## src/rtl/uart_proto_pkg.sv

```systemverilog
// Shared definitions for the board UART control protocol, used by the host
// sequencer and the control unit.
package uart_proto_pkg;

  localparam logic [7:0] CFG_HDR   = 8'hA5;
  localparam logic [7:0] START_CMD = 8'h5A;
  localparam logic [7:0] RESP_HDR  = 8'hC3;

  // Response payload: two 64-bit MSE values, little-endian, set 0 first.
  localparam int RESP_BYTES = 16;

  typedef enum logic [2:0] {
    ST_IDLE,
    ST_SEND,
    ST_WAIT_HDR,
    ST_RECV,
    ST_DONE,
    ST_ERR
  } seq_state_e;

  // Two frac-width sets, one byte per channel each.
  function automatic int cfg_byte_count(input int num_chan);
    return 2 * num_chan;
  endfunction

endpackage

```

## src/rtl/uart_host_sequencer_tx_pacer.sv

```systemverilog
// Transmit pacer: registers one byte per request and reports ready once
// BYTE_GAP cycles have elapsed since the previous strobe.
module tx_pacer #(
  parameter int BYTE_GAP = 8700
) (
  input  logic       clk,
  input  logic       rstn,
  input  logic       req_i,
  input  logic [7:0] byte_i,
  output logic       com_txvalid_o,
  output logic [7:0] com_txdata_o,
  output logic       ready_o
);

  localparam int GAP_W = (BYTE_GAP > 2) ? $clog2(BYTE_GAP) : 1;

  logic [GAP_W-1:0] gap_q, gap_d;
  logic             vld_q, vld_d;
  logic [7:0]       data_q, data_d;

  always_comb begin
    vld_d  = req_i;
    data_d = data_q;
    gap_d  = gap_q;
    if (req_i) begin
      data_d = byte_i;
      // Loading GAP-1 makes ready rise on the last cycle before the next slot.
      gap_d  = GAP_W'(BYTE_GAP - 1);
    end else if (gap_q != '0) begin
      gap_d = gap_q - GAP_W'(1);
    end
  end

  always_ff @(posedge clk or negedge rstn) begin
    if (!rstn) begin
      vld_q  <= 1'b0;
      data_q <= '0;
      gap_q  <= '0;
    end else begin
      vld_q  <= vld_d;
      data_q <= data_d;
      gap_q  <= gap_d;
    end
  end

  assign ready_o       = (gap_q == '0);
  assign com_txvalid_o = vld_q;
  assign com_txdata_o  = data_q;

endmodule

```

## src/rtl/uart_host_sequencer.sv

```systemverilog
// Host-side UART protocol sequencer: sends the frac configuration and start
// command, then collects the two 64-bit MSE results from the control unit.
module uart_host_sequencer
  import uart_proto_pkg::*;
#(
  parameter int NUM_CHAN = 3,
  parameter int BYTE_GAP = 8700,
  parameter int TIMEOUT  = 16777216
) (
  input  logic                    clk,
  input  logic                    rstn,
  input  logic                    go,
  input  logic [16*NUM_CHAN-1:0]  cfg_frac,
  output logic                    com_txvalid,
  output logic [7:0]              com_txdata,
  input  logic                    com_rxvalid,
  input  logic [7:0]              com_rxdata,
  output logic                    busy,
  output logic [63:0]             mse0,
  output logic [63:0]             mse1,
  output logic                    result_valid,
  output logic                    timeout_err
);

  localparam int NCFG  = cfg_byte_count(NUM_CHAN);
  localparam int NTX   = NCFG + 2;
  localparam int IDX_W = $clog2(NTX);
  localparam int TMO_W = $clog2(TIMEOUT);

  seq_state_e         state_q, state_d;
  logic [IDX_W-1:0]   idx_q, idx_d;
  logic [8*NCFG-1:0]  cfg_q, cfg_d;
  logic [119:0]       sh_q, sh_d;
  logic [3:0]         rcnt_q, rcnt_d;
  logic [TMO_W-1:0]   tmo_q, tmo_d;
  logic [63:0]        mse0_q, mse0_d;
  logic [63:0]        mse1_q, mse1_d;
  logic               tx_req;
  logic [7:0]         tx_byte;
  logic               tx_ready;
  logic               tmo_expired;

  assign tmo_expired = (tmo_q == TMO_W'(TIMEOUT - 1));

  always_comb begin
    state_d = state_q;
    idx_d   = idx_q;
    cfg_d   = cfg_q;
    sh_d    = sh_q;
    rcnt_d  = rcnt_q;
    tmo_d   = '0;
    mse0_d  = mse0_q;
    mse1_d  = mse1_q;
    tx_req  = 1'b0;
    tx_byte = cfg_q[7:0];
    case (state_q)
      ST_IDLE: begin
        // Header goes out immediately; the config is captured on the same edge.
        if (go) begin
          tx_req  = 1'b1;
          tx_byte = CFG_HDR;
          cfg_d   = cfg_frac;
          idx_d   = IDX_W'(1);
          state_d = ST_SEND;
        end
      end
      ST_SEND: begin
        if (tx_ready) begin
          tx_req = 1'b1;
          if (idx_q == IDX_W'(NTX - 1)) begin
            tx_byte = START_CMD;
            idx_d   = '0;
            state_d = ST_WAIT_HDR;
          end else begin
            cfg_d = cfg_q >> 8;
            idx_d = idx_q + IDX_W'(1);
          end
        end
      end
      ST_WAIT_HDR: begin
        if (com_rxvalid) begin
          if (com_rxdata == RESP_HDR) begin
            rcnt_d  = '0;
            state_d = ST_RECV;
          end
        end else if (tmo_expired) begin
          state_d = ST_ERR;
        end else begin
          tmo_d = tmo_q + TMO_W'(1);
        end
      end
      ST_RECV: begin
        // The first 15 bytes are held; the 16th is merged straight into the results.
        if (com_rxvalid) begin
          rcnt_d = rcnt_q + 4'd1;
          sh_d   = {com_rxdata, sh_q[119:8]};
          if (rcnt_q == 4'(RESP_BYTES - 1)) begin
            {mse1_d, mse0_d} = {com_rxdata, sh_q};
            state_d          = ST_DONE;
          end
        end else if (tmo_expired) begin
          state_d = ST_ERR;
        end else begin
          tmo_d = tmo_q + TMO_W'(1);
        end
      end
      ST_DONE: state_d = ST_IDLE;
      ST_ERR:  state_d = ST_IDLE;
      default: state_d = ST_IDLE;
    endcase
  end

  always_ff @(posedge clk or negedge rstn) begin
    if (!rstn) begin
      state_q <= ST_IDLE;
      idx_q   <= '0;
      cfg_q   <= '0;
      sh_q    <= '0;
      rcnt_q  <= '0;
      tmo_q   <= '0;
      mse0_q  <= '0;
      mse1_q  <= '0;
    end else begin
      state_q <= state_d;
      idx_q   <= idx_d;
      cfg_q   <= cfg_d;
      sh_q    <= sh_d;
      rcnt_q  <= rcnt_d;
      tmo_q   <= tmo_d;
      mse0_q  <= mse0_d;
      mse1_q  <= mse1_d;
    end
  end

  tx_pacer #(
    .BYTE_GAP(BYTE_GAP)
  ) u_tx_pacer (
    .clk          (clk),
    .rstn         (rstn),
    .req_i        (tx_req),
    .byte_i       (tx_byte),
    .com_txvalid_o(com_txvalid),
    .com_txdata_o (com_txdata),
    .ready_o      (tx_ready)
  );

  assign busy         = (state_q != ST_IDLE);
  assign result_valid = (state_q == ST_DONE);
  assign timeout_err  = (state_q == ST_ERR);
  assign mse0         = mse0_q;
  assign mse1         = mse1_q;

endmodule
```

## config.mk

```make
export PLATFORM = sky130hd
export DESIGN_NAME = uart_host_sequencer
export DESIGN_NICKNAME = d
export VERILOG_FILES = /design/src/rtl/uart_proto_pkg.sv /design/src/rtl/uart_host_sequencer_tx_pacer.sv /design/src/rtl/uart_host_sequencer.sv
export SDC_FILE = /design/constraint.sdc
export NUM_CORES = 1
export LEC_CHECK = 0
export ABC_CLOCK_PERIOD_IN_PS = 3100
export BUFFER_PORTS_ARGS = -buffer_cell sky130_fd_sc_hd__buf_4
export CAP_MARGIN = 5
export CORE_MARGIN = 2
export CORE_UTILIZATION = 55
export CTS_BUF_LIST = sky130_fd_sc_hd__clkbuf_16
export DETAILED_ROUTE_END_ITERATION = 7
export GPL_TIMING_DRIVEN = 1
export PLACE_DENSITY_LB_ADDON = 0.3
export SLEW_MARGIN = 25
export SYNTH_ARGS = -nofsm -noshare
export SYNTH_HDL_FRONTEND = slang
export SYNTH_SLANG_ARGS = --single-unit
```

## constraint.sdc

```tcl
create_clock -name clk -period 3.1 [get_ports clk]
set_clock_uncertainty 0.2 [all_clocks]
set_input_delay 0.155 -clock clk [delete_from_list [all_inputs] [get_ports clk]]
set_output_delay 0.155 -clock clk [all_outputs]
set_load 0.005 [all_outputs]
```

==> metrics.txt <==
Leak 9.24 nW; Vias 10167; Initial Utilization 0.563; period utilization 0.885; r2r endpoint idx_q[0]$_DFFE_PN0P_; Async SR Flop Fraction 1.00; # setup viols final 0; CTS tree built; max cap viols 0; CTS Root Cell clkbuf_16; area added between synthesis and finish 25.2%; syn avg cell area 11.1 um2; dpl cells 1756; post-synth cell types 50; Die X 165 um; final count of pins violating max slew 0; Seq/Total Area, Yosys 0.621; Max VDD drop 530 uV; initial antenna violation count 0; die height 165 um; top_reg_cell synth dfrtp_1; crit-path cells inv_1 > ha_1 > or3b_2 > or4_1 > nor2_4 > mux2i_1 > nand2_1; Post-Syn Area 0.0142 mm2; H-Tree Depth 2; cell with the most instances after synthesis nand2_1; Post-Route WL 32400 um; DR pass1 iterations 5; vias per cell 5.41; fin cells 1879; cts bufs inserted 36; slew at the pin closest to its max-slew limit 0.731 ns; RSZ-0062 raised after global routing false; Tot Pwr 0.0109 W; die area 0.0272 mm2; number of flops mapped to enable cells by yosys 0; kind of end point of the critical path flop; CTS Buffer Depth 3; startpoint types flop; Syn Inst Count 1277; post-synth top area share 0.621; worst path required time 3.30 ns; M1 GR Usage 0.344; met3 usage in global routing 0.0445; grt ovf 0; slowest CP cell or4_1; #FFs+latches synth 353; Max Clock Freq 365 MHz; Iteration-0 DRC Markers 987; pwr/cell area 615 mW/mm2; GRT met2 Usage 0.394; post_cts resized 0; FF-to-FF path depth 7; FP Rows 58; Fin. Hold Viols 0; hpwl dp 19600 um; number of diodes 0; commonest cells in the netlist 389 x nand2_1, 353 x dfrtp_1, 128 x mux2_2; Final GP Congestion 0.806; post-layout minimum cycle time 2.74 ns; main area contributors after synthesis dfrtp_1 62%, nand2_1 10%, mux2_2 10%, mux2i_1 2.9%, o21ai_0 2.3%; Core Region 0.0253 mm2; worst min path class input port to async pin; CP Data Arrival Time 2.95 ns; largest area contributor in the synthesized netlist dfrtp_1; largest net degree at the start of global routing 88; CTS clk-pin slew, worst paths 0.06 ns; Syn. warnings 0; post-synth net total 1342; IO buf count 199; outcome finished, final reports clean; CP max FO 17; clock network latency to the later pin of the worst-skew pair 0.52 ns; Slew headroom 0.513; DRC viols 0; setup tns final 0 ns; clk sinks 353; CP max stage delay 0.59 ns; vias in the first global route 10325; DR WL/cell 17.2 um; GRT busiest layer met2; Layout Nets 1588; first-pass GRT wire length 53300 um; I/O pins 200; Total GRT Usage 0.247; reg2reg start u_tx_pacer.gap_q[0]$_DFFE_PN0P_; flop2flop setup slack 0.36 ns; layout cells sized above 1 0.260; antenna viol nets, final 0; path type of the worst setup path flop to flop
==> cells by family after synthesis <==
| family | synth area share |
|---|---|
| buf+inv | 0.0225 |
| xor+xnor | 0.0185 |
| compound gates | 0.0480 |
| mux | 0.130 |
| simple gates | 0.155 |
| fa+ha+maj | 0.00440 |
| flops | 0.621 |
==> per-stage QoR <==
step	hold slack (ns)	worst slack [ns]	util	cell area [um2]
4_1_cts	0.0983	0.381	0.705	17800
2_1_floorplan	-0.341	0.628	-	14200
3_3_place_gp	0.0325	0.464	0.637	16100
6_report	0.0826	0.357	0.705	17800
5_1_grt	0.128	0.230	0.705	17800
3_5_place_dp	0.0342	0.400	0.637	16100
==> registers in the layout (all words and copies together), names as in the netlist, 4 cells and up <==
register                 cells
mse1                        64
tmo_q                       24
rcnt_q                       4
u_tx_pacer.com_txdata_o      8
cfg_q                       48
sh_q                       120
mse0                        64
u_tx_pacer.gap_q            14
==> critical path: cells and delay by family, from the launching register on <==
kind / cells / cell delay [ns]
adder cells (fa/ha/maj): 1 / 0.19
buffers and inverters: 1 / 0.09
flip-flops: 1 / 0.37
multiplexers: 1 / 0.24
AND/OR/NAND/NOR: 4 / 1.54
==> layer usage <==
| layer | part of all wire | up-vias |
|---|---|---|
| met5 | 0 | - |
| met4 | 0.029 | 0 |
| met3 | 0.054 | 74 |
| met2 | 0.48 | 290 |
| met1 | 0.43 | 5042 |
| li1 | - | 4761 |
==> cell type report <==
| class | count | area, um2 |
|---|---|---|
| clock buffers | 38 | 951 |
| clock inverters | 26 | 166 |
| fillers | 1783 | 7450 |
| inverters | 5 | 18.8 |
| multi-input cells | 850 | 5090 |
| flip-flops and latches | 353 | 8830 |
| well taps | 330 | 413 |
| repair buffers | 277 | 2320 |
==> cells in the final DEF (no fill, tap or decap), types with 3 or more instances in the layout <==
cell             n
nand3_1         13
mux2i_1         41
nor3_1          12
or3_1            4
xnor2_1         13
nor2_1          50
dlygate4sd3_1   59
inv_1           17
mux2_2         128
and2_1           5
and3_1           8
clkbuf_16       38
a21oi_1         10
xor2_1          17
nand2_1        389
a211oi_1         4
dfrtp_1        353
nand2b_1         4
a22o_1           8
clkinv_2         3
buf_4          210
ha_1             5
nor2_4           3
clkinv_1         8
nor4_1           6
o21ai_1         20
nand4_1         11
buf_12           7
o21ai_0         66
==> report_power, final <==
part           switching (W)  internal [W]
Combinational       0.000828      0.000651
Clock                0.00174       0.00237
Sequential          0.000307       0.00505
Total                0.00287       0.00807
==> repair_timing <==
action / in CTS / in global routing
hold endpoints to repair: 288 / 0
buffers inserted: 0 / 0
endpoints found under the setup margin: 0 / 0
hold buffers: 59 / 0
==> worst max path at each step <==
stage | to | startpoint | slack [ns] | cells after the start
after floorplan | cfg_q[20]$_DFFE_PN0P_ | u_tx_pacer.gap_q[0]$_DFFE_PN0P_ | 0.63 | 9
after global placement | idx_q[0]$_DFFE_PN0P_ | u_tx_pacer.gap_q[0]$_DFFE_PN0P_ | 0.46 | 7
after detailed placement | idx_q[0]$_DFFE_PN0P_ | u_tx_pacer.gap_q[0]$_DFFE_PN0P_ | 0.40 | 7
after CTS | u_tx_pacer.com_txdata_o[7]$_DFFE_PN0P_ | u_tx_pacer.gap_q[0]$_DFFE_PN0P_ | 0.38 | 7
after global routing | u_tx_pacer.com_txdata_o[5]$_DFFE_PN0P_ | u_tx_pacer.gap_q[0]$_DFFE_PN0P_ | 0.23 | 7
final | idx_q[0]$_DFFE_PN0P_ | u_tx_pacer.gap_q[0]$_DFFE_PN0P_ | 0.36 | 7
No activity file was read; power rests on OpenSTA's default activity.
